--- src/rtl/game_pkg.sv ---
// Shared state/mode codes and default option constants for the typing-race sequencer.
package game_pkg;

  typedef enum logic [1:0] {
    SELECT    = 2'd0,
    COUNTDOWN = 2'd1,
    INGAME    = 2'd2,
    FINISH    = 2'd3
  } state_e;

  localparam logic MODE_TIME = 1'b0;
  localparam logic MODE_WORD = 1'b1;

  localparam int unsigned TIME_STEP_DEF = 15;
  localparam int unsigned TIME_CNT_DEF  = 6;
  localparam int unsigned WORD_STEP_DEF = 25;
  localparam int unsigned WORD_CNT_DEF  = 4;
  localparam int unsigned CD_SECS_DEF   = 3;

endpackage

--- src/rtl/game_if.sv ---
// Button/tick inputs and display/score outputs of the game sequencer.
interface game_if #(
  parameter int unsigned VAL_W = 7,
  parameter int unsigned VOL_W = 5,
  parameter int unsigned CNT_W = 8
);
  logic             start;
  logic             abort;
  logic             sel_up;
  logic             sel_down;
  logic             vol_up;
  logic             vol_down;
  logic             mode;
  logic             tick_1s;
  logic             word_done;
  logic [1:0]       state;
  logic             mode_q;
  logic [VAL_W-1:0] sel_value;
  logic [VAL_W-1:0] remain;
  logic [1:0]       cd;
  logic [CNT_W-1:0] elapsed;
  logic [CNT_W-1:0] words;
  logic [VOL_W-1:0] vol;
  logic             finish;

  modport master (
    output start, abort, sel_up, sel_down, vol_up, vol_down, mode, tick_1s, word_done,
    input  state, mode_q, sel_value, remain, cd, elapsed, words, vol, finish
  );

  modport slave (
    input  start, abort, sel_up, sel_down, vol_up, vol_down, mode, tick_1s, word_done,
    output state, mode_q, sel_value, remain, cd, elapsed, words, vol, finish
  );
endinterface

--- src/rtl/game_ctrl_step_selector.sv ---
// Target selector stepping through STEP..STEP*CNT with wrap-around in both directions.
module step_selector #(
  parameter int unsigned W    = 7,
  parameter int unsigned STEP = 15,
  parameter int unsigned CNT  = 6
) (
  input  logic         clk,
  input  logic         rst,
  input  logic         en,
  input  logic         up,
  input  logic         down,
  output logic [W-1:0] val
);
  localparam logic [W-1:0] STEP_V = W'(STEP);
  localparam logic [W-1:0] MAX_V  = W'(STEP * CNT);

  logic [W-1:0] r_val;
  logic [W-1:0] w_val;

  always_comb begin
    w_val = r_val;
    if (en && up && !down) begin
      w_val = (r_val == MAX_V) ? STEP_V : r_val + STEP_V;
    end else if (en && down && !up) begin
      w_val = (r_val == STEP_V) ? MAX_V : r_val - STEP_V;
    end
  end

  always_ff @(posedge clk or posedge rst) begin
    if (rst) r_val <= STEP_V;
    else     r_val <= w_val;
  end

  assign val = r_val;
endmodule

--- src/rtl/game_ctrl.sv ---
// Typing-race game sequencer: target selection, countdown, in-game tracking, volume.
module game_ctrl
  import game_pkg::*;
#(
  parameter int unsigned VAL_W     = 7,
  parameter int unsigned TIME_STEP = TIME_STEP_DEF,
  parameter int unsigned TIME_CNT  = TIME_CNT_DEF,
  parameter int unsigned WORD_STEP = WORD_STEP_DEF,
  parameter int unsigned WORD_CNT  = WORD_CNT_DEF,
  parameter int unsigned CD_SECS   = CD_SECS_DEF,
  parameter int unsigned VOL_W     = 5,
  parameter int unsigned VOL_MAX   = 16,
  parameter int unsigned VOL_INIT  = 8,
  parameter int unsigned CNT_W     = 8
) (
  input logic   clk,
  input logic   rst,
  game_if.slave bus
);
  state_e           r_state, w_state;
  logic             r_mode, w_mode;
  logic [VAL_W-1:0] r_remain, w_remain;
  logic [1:0]       r_cd, w_cd;
  logic [CNT_W-1:0] r_elapsed, w_elapsed;
  logic [CNT_W-1:0] r_words, w_words;
  logic [VOL_W-1:0] r_vol, w_vol;
  logic             r_finish, w_finish;

  logic [VAL_W-1:0] w_time_sel, w_word_sel, w_sel_value;
  logic             w_sel_en, w_evt;

  // Steps are frozen on the start cycle so the latched target matches what was shown.
  assign w_sel_en = (r_state == SELECT) && !bus.start;

  step_selector #(.W(VAL_W), .STEP(TIME_STEP), .CNT(TIME_CNT)) u_time_sel (
    .clk  (clk),
    .rst  (rst),
    .en   (w_sel_en && (r_mode == MODE_TIME)),
    .up   (bus.sel_up),
    .down (bus.sel_down),
    .val  (w_time_sel)
  );

  step_selector #(.W(VAL_W), .STEP(WORD_STEP), .CNT(WORD_CNT)) u_word_sel (
    .clk  (clk),
    .rst  (rst),
    .en   (w_sel_en && (r_mode == MODE_WORD)),
    .up   (bus.sel_up),
    .down (bus.sel_down),
    .val  (w_word_sel)
  );

  assign w_sel_value = (r_mode == MODE_WORD) ? w_word_sel : w_time_sel;
  assign w_evt       = (r_mode == MODE_WORD) ? bus.word_done : bus.tick_1s;

  always_comb begin
    w_state   = r_state;
    w_mode    = r_mode;
    w_remain  = r_remain;
    w_cd      = r_cd;
    w_elapsed = r_elapsed;
    w_words   = r_words;
    w_finish  = 1'b0;
    unique case (r_state)
      SELECT: begin
        w_mode = bus.mode;
        if (bus.start) begin
          w_state   = COUNTDOWN;
          w_cd      = 2'(CD_SECS);
          w_remain  = w_sel_value;
          w_elapsed = '0;
          w_words   = '0;
        end
      end
      COUNTDOWN: begin
        if (bus.abort) begin
          w_state  = SELECT;
          w_remain = '0;
          w_cd     = '0;
        end else if (bus.tick_1s) begin
          w_cd = r_cd - 2'd1;
          if (r_cd == 2'd1) w_state = INGAME;
        end
      end
      INGAME: begin
        if (bus.abort) begin
          w_state  = SELECT;
          w_remain = '0;
          w_cd     = '0;
        end else begin
          if (bus.tick_1s && (r_elapsed != '1)) w_elapsed = r_elapsed + 1'b1;
          if (bus.word_done && (r_words != '1)) w_words = r_words + 1'b1;
          if (w_evt && (r_remain != '0)) begin
            w_remain = r_remain - 1'b1;
            if (r_remain == VAL_W'(1)) begin
              w_state  = FINISH;
              w_finish = 1'b1;
            end
          end
        end
      end
      FINISH: begin
        if (bus.start) w_state = SELECT;
      end
    endcase
  end

  always_comb begin
    w_vol = r_vol;
    if (bus.vol_up && !bus.vol_down && (r_vol < VOL_W'(VOL_MAX))) w_vol = r_vol + 1'b1;
    else if (bus.vol_down && !bus.vol_up && (r_vol != '0))      w_vol = r_vol - 1'b1;
  end

  always_ff @(posedge clk or posedge rst) begin
    if (rst) begin
      r_state   <= SELECT;
      r_mode    <= MODE_TIME;
      r_remain  <= '0;
      r_cd      <= '0;
      r_elapsed <= '0;
      r_words   <= '0;
      r_vol     <= VOL_W'(VOL_INIT);
      r_finish  <= 1'b0;
    end else begin
      r_state   <= w_state;
      r_mode    <= w_mode;
      r_remain  <= w_remain;
      r_cd      <= w_cd;
      r_elapsed <= w_elapsed;
      r_words   <= w_words;
      r_vol     <= w_vol;
      r_finish  <= w_finish;
    end
  end

  assign bus.state     = r_state;
  assign bus.mode_q    = r_mode;
  assign bus.sel_value = w_sel_value;
  assign bus.remain    = r_remain;
  assign bus.cd        = r_cd;
  assign bus.elapsed   = r_elapsed;
  assign bus.words     = r_words;
  assign bus.vol       = r_vol;
  assign bus.finish    = r_finish;
endmodule

--- src/flat_wrapper.sv ---
// flat-port wrapper written by rule: the top's interface ports become plain ports
module game_ctrl_flat import game_pkg::*;
#(
  parameter int unsigned VAL_W     = 7,
  parameter int unsigned TIME_STEP = TIME_STEP_DEF,
  parameter int unsigned TIME_CNT  = TIME_CNT_DEF,
  parameter int unsigned WORD_STEP = WORD_STEP_DEF,
  parameter int unsigned WORD_CNT  = WORD_CNT_DEF,
  parameter int unsigned CD_SECS   = CD_SECS_DEF,
  parameter int unsigned VOL_W     = 5,
  parameter int unsigned VOL_MAX   = 16,
  parameter int unsigned VOL_INIT  = 8,
  parameter int unsigned CNT_W     = 8
)
  (clk, rst, bus_start, bus_abort, bus_sel_up, bus_sel_down, bus_vol_up, bus_vol_down, bus_mode, bus_tick_1s, bus_word_done, bus_state, bus_mode_q, bus_sel_value, bus_remain, bus_cd, bus_elapsed, bus_words, bus_vol, bus_finish);
  game_if #(.VAL_W(VAL_W), .VOL_W(VOL_W), .CNT_W(CNT_W)) bus_i ();
  input logic clk;
  input logic rst;
  input wire logic [$bits(bus_i.start)-1:0] bus_start;
  input wire logic [$bits(bus_i.abort)-1:0] bus_abort;
  input wire logic [$bits(bus_i.sel_up)-1:0] bus_sel_up;
  input wire logic [$bits(bus_i.sel_down)-1:0] bus_sel_down;
  input wire logic [$bits(bus_i.vol_up)-1:0] bus_vol_up;
  input wire logic [$bits(bus_i.vol_down)-1:0] bus_vol_down;
  input wire logic [$bits(bus_i.mode)-1:0] bus_mode;
  input wire logic [$bits(bus_i.tick_1s)-1:0] bus_tick_1s;
  input wire logic [$bits(bus_i.word_done)-1:0] bus_word_done;
  output wire logic [$bits(bus_i.state)-1:0] bus_state;
  output wire logic [$bits(bus_i.mode_q)-1:0] bus_mode_q;
  output wire logic [$bits(bus_i.sel_value)-1:0] bus_sel_value;
  output wire logic [$bits(bus_i.remain)-1:0] bus_remain;
  output wire logic [$bits(bus_i.cd)-1:0] bus_cd;
  output wire logic [$bits(bus_i.elapsed)-1:0] bus_elapsed;
  output wire logic [$bits(bus_i.words)-1:0] bus_words;
  output wire logic [$bits(bus_i.vol)-1:0] bus_vol;
  output wire logic [$bits(bus_i.finish)-1:0] bus_finish;
  assign bus_i.start = bus_start;
  assign bus_i.abort = bus_abort;
  assign bus_i.sel_up = bus_sel_up;
  assign bus_i.sel_down = bus_sel_down;
  assign bus_i.vol_up = bus_vol_up;
  assign bus_i.vol_down = bus_vol_down;
  assign bus_i.mode = bus_mode;
  assign bus_i.tick_1s = bus_tick_1s;
  assign bus_i.word_done = bus_word_done;
  assign bus_state = bus_i.state;
  assign bus_mode_q = bus_i.mode_q;
  assign bus_sel_value = bus_i.sel_value;
  assign bus_remain = bus_i.remain;
  assign bus_cd = bus_i.cd;
  assign bus_elapsed = bus_i.elapsed;
  assign bus_words = bus_i.words;
  assign bus_vol = bus_i.vol;
  assign bus_finish = bus_i.finish;
  game_ctrl #(.VAL_W(VAL_W), .TIME_STEP(TIME_STEP), .TIME_CNT(TIME_CNT), .WORD_STEP(WORD_STEP), .WORD_CNT(WORD_CNT), .CD_SECS(CD_SECS), .VOL_W(VOL_W), .VOL_MAX(VOL_MAX), .VOL_INIT(VOL_INIT), .CNT_W(CNT_W)) u_core (.clk(clk), .rst(rst), .bus(bus_i));
endmodule
--- config.mk ---
export PLATFORM = sky130hd
export DESIGN_NAME = game_ctrl_flat
export DESIGN_NICKNAME = d
export VERILOG_FILES = /design/src/rtl/game_pkg.sv /design/src/rtl/game_if.sv /design/src/rtl/game_ctrl_step_selector.sv /design/src/rtl/game_ctrl.sv /design/src/flat_wrapper.sv
export SDC_FILE = /design/constraint.sdc
export NUM_CORES = 1
export LEC_CHECK = 0
export ABC_AREA = 1
export BUFFER_PORTS_ARGS = -buffer_cell sky130_fd_sc_hd__buf_2
export CAP_MARGIN = 20
export CELL_PAD_IN_SITES_DETAIL_PLACEMENT = 0
export CELL_PAD_IN_SITES_GLOBAL_PLACEMENT = 1
export CORE_MARGIN = 2
export CORE_UTILIZATION = 37
export DETAILED_ROUTE_END_ITERATION = 6
export GPL_ROUTABILITY_DRIVEN = 0
export PLACE_DENSITY_LB_ADDON = 0.3
export SYNTH_ARGS = -nofsm -noshare
export SYNTH_HDL_FRONTEND = slang
export SYNTH_SLANG_ARGS = --single-unit
--- constraint.sdc ---
create_clock -name clk -period 1.7 [get_ports clk]
set_input_delay 0.17 -clock clk [delete_from_list [all_inputs] [get_ports clk]]
set_output_delay 0.17 -clock clk [all_outputs]
set_load 0.05 [all_outputs]
# Yosys cells after proc, flatten, opt, wreduce, memory -nomap -nowiden
# Cells that the tools add are included.
# Widths: inputs -> output; s select.
# op_classes
addsub	10
n_lt_le_gt_ge	1
n_eq_ne	22
muxes	42
n_bitwise	1
n_reduce_logical	36
# op_table
op	count
$mux 7	13
$mux 8	5
$pmux 8 s2	2
$mux 2	12
$pmux 7 s3	1
$logic_and 1x1->1	18
$add 8x1->8 const B	2
$ne 8x8->1 const B	2
$reduce_and 4->1	4
$eq 7x7->1 const B	2
$mux 5	2
$ne 2x2->1 const B	5
$ne 3x2->1 const B	3
$pmux 2 s4	1
$reduce_bool 2->1	4
$add 7x4->7 const B	1
$add 7x5->7 const B	1
$eq 7x1->1 const B	1
$eq 7x4->1 const B	1
$eq 7x5->1 const B	1
$reduce_bool 7->1	1
$sub 7x1->7 const B	1
$sub 7x4->7 const B	1
$sub 7x5->7 const B	1
other kinds (16)	27
# word_totals
register_bits	48
word_cells	122

# Depth between registers and ports, before layout
# Gate-level depths: netlist of run 1.
# logic_depth
ltp_word	7
ltp_mapped	11

# Hierarchy
# From an unflattened synthesis of run 1, not the netlist that was laid out.
# unflattened
hier_cells	559
hier_area_um2	3748.6
# modules_own_cells
mod	n_inst	cells_per_inst	area_each_um2	seq_area_each_um2
game_ctrl	1	350	2412.3	852.1
step_selector at u_core.u_word_sel	1	112	688.2	178.9
step_selector at u_core.u_time_sel	1	97	648.1	180.2

# Worst setup path after synthesis of run 1
# OpenSTA, ideal clock, no wires.
# synth_timing
path_kind	register to register
startpoint	reg u_core.r_mode, in the netlist u_core.bus.mode_q
endpoint	reg u_core.r_remain[4], in the netlist u_core.bus.remain[4]
arrival_ps	2414
setup_slack_ps	-780
path_stages_with_launch	8
path_buffers	2
synth_period_minus_slack_ps	2480
cell_sequence	dfrtp_1 -> buf_2 -> buf_2 -> o21ai_0 -> nand2_1 -> nand2_1 -> nand2_1 -> nand2_1
# synth_via
word_cells_on_any_way	7
# synth_rtl
element	line_no	rtl
start: declaration	game_ctrl.sv:21	logic r_mode, w_mode;
start signal: assignment	game_ctrl.sv:126	r_mode <= w_mode;
$mux 7	game_ctrl.sv:53	assign w_sel_value = (r_mode == MODE_WORD) ? w_word_sel : w_time_sel;
net bus_sel_value[4]	flat_wrapper.sv:30	output wire logic [$bits(bus_i.sel_value)-1:0] bus_sel_value;
$mux 7	game_ctrl.sv:67	if (bus.start) begin
$pmux 7 s3	game_ctrl.sv:64	unique case (r_state)
end signal: assignment	game_ctrl.sv:127	r_remain <= w_remain;
end: declaration	game_ctrl.sv:22	logic [VAL_W-1:0] r_remain, w_remain;
# The timed path passes the listed nets, and every way through them passes these cells. The select of a mux whose other input is x is not followed.
# A chain may end at the register's enable or synchronous reset.

# Worst setup path after layout of run 1
# layout_timing
startpoint	reg u_core.r_mode, in the netlist u_core.bus.mode_q
endpoint	out bus_sel_value[4]
# layout_via
elab_chain_len	1
# layout_lines
element	line_no
$mux 7	game_ctrl.sv:53
end: declaration	flat_wrapper.sv:30
# Every way passes these cells.

==> flow_summary.ini, run 1 <==
[status]
status = completed

[floorplanning]
core_sq_um = 9590
die_h_microns = 103
num_rows = 36
initial_core_util_pct = 37.5
die_x_microns = 103
ios = 52
dieArea_sq_um = 10500

[critical_path]
start_kind = flip-flop
endpoint_kind = output port
critPathRequiredTime_ns = 1.53
arrival_ns = 1.46
cp_max_fo = 14
criticalPathCategory = reg2out

[yosys]
synthMuxAreaShare_pct = 0
synth-seq-area-share_pct = 33.6
ys.warnings.count = 0
synth.ff_latch_count = 48
synth.area.top_cells = dfrtp_1, nand2_1, ha_1
syn_avg_cell_area_sq_um = 6.70
syn_nets = 571
yosys.area_share.simple_pct = 36.9
synth_top_area_cell = dfrtp_1
synth_common_cells = nand2_1, inv_1, nand3_1, nor2_1, dfrtp_1
yosys.area_share.xor_xnor_pct = 2.19
synth_edf_count = 0
ys.flop_type = dfrtp_1
synth-async-reset-ratio_pct = 100
synthCells = 538
synth_fa_ha_area_share_pct = 7.85
synth.most_common_cell = nand2_1
synth_compound_area_share_pct = 11.3
synthesis.area_sq_um = 3600
synth.top_cell.area_share_pct = 27.8
synth_top_family_by_area = simple AND/OR/NAND/NOR gates
yosysUniqueCellTypes = 32

[clock_network]
htree_num_levels = 2
cts_buffers = 5
path_clk_slew_ns = 0.10
cts_tree = built
clk_path_buf_depth = 2
clk_latency_ns = 0.31
cts_sinks = 48
root_buffer = clkbuf_8

[route]
post_drt_wl_per_cell_microns = 12.1
vias = 3562
drtPass1Iterations = 4
dr.first_iter.drc_count = 117
ant_nets = 0
vias_per_cell = 4.83
wirelength_mm = 8.90
drc = 0

[timing]
tns_ns = 0
final-hold-violation-count = 0
timing.final.ws_setup_ns = 0.0743
fmaxAchievable_mhz = 615
worst_pin_slew_ns = 0.332
fin_crit_sh_pct = 95.6
rsz0062_at_grt = true
drv_slew = 0
min_period_ns = 1.63
fin_skew_ns = 0.00905
setup_violations = 0
slew_headroom_pct = 77.9

[pwr]
power.share.clock_pct = 10.2
p_seq_share_pct = 24.7
p_sw_share_pct = 54.1
combinationalPowerShare_pct = 65.1
vdd_ir_drop_max_mv = 1.50
p_sw_mw = 4.65
p_per_area_nw_per_um2 = 1920
p_leak_nw = 2.20
p_int_mw = 3.94

[final_layout]
nNetsFinal = 636
diodes = 0
final-seq-area_sq_um = 1220
area_growth_pct = 24.0
multi_input_area_sq_um = 2300
nFillCells = 1006
drive_above_1_share_pct = 25.2

[grt]
grt_max_degree = 49
globalRouteTotalUtil_pct = 17.4
grt_pass1_wl_mm = 14.8
grt_pass1_vias = 3182
antenna_found_initial = 0
grt_overflow_total = 0

[hold_path]
hp-class = in2reg

[placed_design]
dp_hpwl_mm = 6.66
numPortBuffers = 51
place_ws_ns = 0.0161

[run]
cap_viol_max_count = 0
==> layout make-up <==
type	instances	share of cell area (%)
Clock buffer	5	1.54
Clock inverter	3	1.04
Sequential cell	48	27.4
Tap cell	133	3.73
Timing Repair Buffer	70	9.75
Inverter	59	5.13
Multi-Input combinational cell	419	51.4
==> metal layers <==
layer,track usage (%),vias to the layer above,part of all wire [%]
met5,0,-,0
met4,3.59,0,0.58
met3,2.37,5,3.3
met2,28.6,54,47
met1,24.5,1635,49
li1,-,1868,-
==> registers in the layout, indices dropped and copies added, names as in the netlist <==
name and count:
u_core.bus.elapsed 8, u_core.bus.words 8, u_core.bus.remain 7, u_core.u_time_sel.val 7, u_core.u_word_sel.val 7, u_core.bus.vol 5
u_core.bus.cd 2, u_core.bus.state 2, u_core.bus.finish 1, u_core.bus.mode_q 1
==> power by group through the flow <==
| stage | clock (mW) | sequential [mW] | combinational (mW) |
|---|---|---|---|
| floorplan | 0 | 2.61 | 3.57 |
| global placement | 0 | 2.12 | 5.17 |
| detailed placement | 0 | 2.13 | 5.21 |
| CTS | 0.914 | 2.12 | 5.34 |
| global route | 0.956 | 2.19 | 6.22 |
| finish | 0.875 | 2.12 | 5.59 |
==> stage by stage <==
step / hold slack, ns / utilization (%) / instances / area (sq um) / power, mW
floorplan: 0.291 / - / 538 / 3700 / 6.18
global placement: 0.239 / 43.4 / 724 / 4170 / 7.30
detailed placement: 0.242 / 43.4 / 724 / 4170 / 7.34
CTS: 0.0897 / 45.1 / 734 / 4320 / 8.37
global route: 0.101 / 46.6 / 737 / 4470 / 9.37
finish: 0.0951 / 46.6 / 737 / 4470 / 8.59
==> worst max-delay path, stage by stage (launching register included) <==
cell and delay [ns]:
dfrtp_2 0.47, buf_6 0.23, nand2_1 0.12, o21ai_4 0.08, clkbuf_4 0.25
==> final timing paths <==
check | from | to | slack (ns) | depth (start not counted)
setup / recovery | u_core.bus.mode_q | bus_sel_value[4] | 0.07 | 4
max in group asynchronous | rst | u_core.u_word_sel.val[0] | 0.97 | 4
min in group asynchronous | rst | u_core.bus.words[3] | 0.44 | 4
setup reg to reg | u_core.bus.state[0] | u_core.bus.state[0] | 0.12 | 10
hold / removal | bus_mode | u_core.bus.mode_q | 0.1 | 3
hold reg to reg | u_core.bus.remain[1] | u_core.bus.remain[1] | 0.51 | 2
==> cells in the final DEF (no fill, tap or decap), drive strengths merged, types with 8 or more instances in the layout <==
cell     n
nand2  190
buf     67
inv     60
nor2    55
nand3   48
o21ai   44
dfrtp   40
a21oi   22
ha      21
nand4    9
xor2     8
dfstp    8
==> kinds of logic after synthesis <==
kind of cell               after synthesis
DFF                                     48
xor gates and xnor gates                 9
AOI/OAI and AO/OA                       75
buffers and inverters                   71
adders and majority gates               22
and+or+nand+nor                        313
==> repair_timing <==
| item | 4_1_cts | 5_1_grt |
|---|---|---|
| setup endpoints to repair | 6 | 49 |
| pin swaps | 1 | 5 |
| hold endpoints to repair | 40 | 0 |
| buffers inserted | 1 | 3 |
| hold buffers | 1 | 0 |
| gates resized for setup | 6 | 36 |
Note: power is estimated with default switching activity, not from simulation.
==> run 2: changes to the inputs <==
--- a/config.mk
+++ b/config.mk
@@ -17,4 +17,5 @@
 export PLACE_DENSITY_LB_ADDON = 0.3
 export SYNTH_ARGS = -nofsm -noshare
 export SYNTH_HDL_FRONTEND = slang
+export SYNTH_HIERARCHICAL = 1
 export SYNTH_SLANG_ARGS = --single-unit
==> run 2 against run 1 <==
Compared with the run above:
- via count is 1.4% higher
- sequential share of layout area is 0.26 points lower
- worst hold slack better by 0.0075 ns
- total power is 0.88% lower
- register-to-register slack worse by 0.06 ns
- sequential power is 6% higher
- critical endpoint is now bus_sel_value[0]
- largest cell class unchanged
- largest power group unchanged
==> flow_summary.ini, run 2 <==
[status]
status = completed

[timing]
min_period_ns = 1.64
fmaxAchievable_mhz = 608
timing.final.ws_setup_ns = 0.0560
fin_skew_ns = 0.00627
final-hold-violation-count = 0
fin_crit_sh_pct = 96.7
rsz0062_at_grt = true
drv_slew = 0
slew_headroom_pct = 68.6
setup_violations = 0
worst_pin_slew_ns = 0.470

[grt]
grt_pass1_vias = 3352
antenna_found_initial = 0
grt_pass1_wl_mm = 15.4
grt_overflow_total = 0
grt_max_degree = 35
globalRouteTotalUtil_pct = 16.9

[floorplanning]
dieArea_sq_um = 11000
die_x_microns = 105
die_h_microns = 105
core_sq_um = 9820
initial_core_util_pct = 38.2
ios = 52
num_rows = 36

[critical_path]
rr_endpoint = u_core/bus.words[0]
criticalPathCategory = reg2out
reg2reg_depth = 7
timing.rr.start = u_core/bus.state[0]
r2r_slack_ns = 0.06
start_kind = flip-flop
arrival_ns = 1.47
endpoint_kind = output port
critPathRequiredTime_ns = 1.53
cp_max_fo = 10

[route]
vias_per_cell = 4.75
dr.first_iter.drc_count = 133
ant_nets = 0
vias = 3612
post_drt_wl_per_cell_microns = 12.3
wirelength_mm = 9.37
drc = 0
drtPass1Iterations = 4

[placed_design]
placedCellCount = 742
dp_hpwl_mm = 7.10
place_ws_ns = 0.0120
numPortBuffers = 51

[hold_path]
worstHoldStart = bus_mode
hp-class = in2reg
hold_depth = 3
hold_end = u_core/bus.mode_q

[yosys]
synth_top_area_cell = dfrtp_1
synth-seq-area-share_pct = 32.3
ys.warnings.count = 6
synth.top_cell.area_share_pct = 26.7
synth.most_common_cell = nand2_1
synthesis.area_sq_um = 3750
synth.ff_latch_count = 48
synth-async-reset-ratio_pct = 100
syn_nets = 590
synthCells = 559
syn_avg_cell_area_sq_um = 6.71
ys.flop_type = dfrtp_1
synth.area.top_cells = dfrtp_1, nand2_1, nand3_1
synth_common_cells = nand2_1, inv_1, nand3_1, nor2_1, dfrtp_1
yosysUniqueCellTypes = 38
synth_edf_count = 0

[clock_network]
path_clk_slew_ns = 0.09
clk_latency_ns = 0.30
htree_num_levels = 2
cts_sinks = 48
cts_buffers = 5
cts_tree = built
root_buffer = clkbuf_8
clk_path_buf_depth = 2

[final_layout]
layout_common_cells = nand2_1, nand3_1, inv_1
drive_above_1_share_pct = 25.0
area_growth_pct = 19.7
nNetsFinal = 657
layout_commonest_cell = nand2_1
diodes = 0
layoutNonFillerInstCount = 760

[pwr]
p_leak_nw = 2.26
p_per_area_nw_per_um2 = 1900
vdd_ir_drop_max_mv = 0.874

[run]
cap_viol_max_count = 0
[run 2: worst max-delay path, stage by stage (launching register included)]
cell      delay (ns)
dfrtp_2         0.49
inv_4           0.14
or2_0           0.16
o21a_1          0.16
clkbuf_4        0.23
[run 2: layer usage]
layer | GRT usage [%] | share of wire [%] | vias up
met3 | 2.68 | 3.5 | 2
met4 | 2.48 | 0.41 | 0
li1 | - | - | 1912
met5 | 0 | 0 | -
met1 | 23.5 | 48 | 1631
met2 | 28.2 | 48 | 67
[run 2: what timing repair did]
item,in CTS,in global routing
cloned,0,1
buffers inserted,0,8
hold endpoints to repair,39,0
hold buffers,1,0
endpoints found under the setup margin,4,30
gates resized for setup,2,22
pin swaps,0,7
[run 2: worst max-delay path by stage]
stage                                   start                       end  slack [ns]  cells past startpoint
after floorplan           u_core/bus.state[0]       u_core/bus.words[7]       0.002                      9
after global placement    u_core/bus.state[0]  u_core/u_time_sel/val[6]        0.08                     11
after detailed placement  u_core/bus.state[0]  u_core/u_time_sel/val[0]        0.01                     11
after CTS                 u_core/bus.state[0]  u_core/u_time_sel/val[1]      -0.001                     10
after global routing        u_core/bus.mode_q          bus_sel_value[0]       -0.05                      4
final                       u_core/bus.mode_q          bus_sel_value[0]        0.06                      4
[run 2: report_power, final]
group | switching [mW] | internal (mW)
registers | 0.658 | 1.60
clock network | 0.400 | 0.482
logic | 3.66 | 1.72
total | 4.71 | 3.80
[run 2: layout make-up]
cell class | instances | area (sq um)
Fill cell | 1035 | 5330
Clock inverter | 2 | 38.8
Multi-Input combinational cell | 431 | 2310
Tap cell | 133 | 166
Clock buffer | 6 | 82.6
Inverter | 72 | 280
Timing Repair Buffer | 68 | 390
Sequential cell | 48 | 1220
[run 2: logic make-up after synthesis]
kind of cell	after synthesis	synth area share [%]
AOI/OAI and AO/OA	65	10.5
xor gates and xnor gates	9	2.10
adders and majority gates	20	6.88
buffers and inverters	81	9.38
DFF	48	32.3
and+or+nand+nor	336	38.9
[run 2: through the flow]
| step | hold WS (ns) | utilization, % | cell area [sq um] | total power, mW | setup TNS (ns) |
|---|---|---|---|---|---|
| 2_1_floorplan | -0.0295 | - | 3800 | 6.28 | 0 |
| 3_3_place_gp | 0.122 | 42.8 | 4200 | 7.37 | 0 |
| 3_5_place_dp | 0.122 | 42.8 | 4200 | 7.38 | 0 |
| 4_1_cts | 0.0882 | 44.2 | 4340 | 8.31 | -0.00195 |
| 5_1_grt | 0.112 | 45.7 | 4490 | 9.28 | -0.254 |
| 6_report | 0.103 | 45.7 | 4490 | 8.51 | 0 |
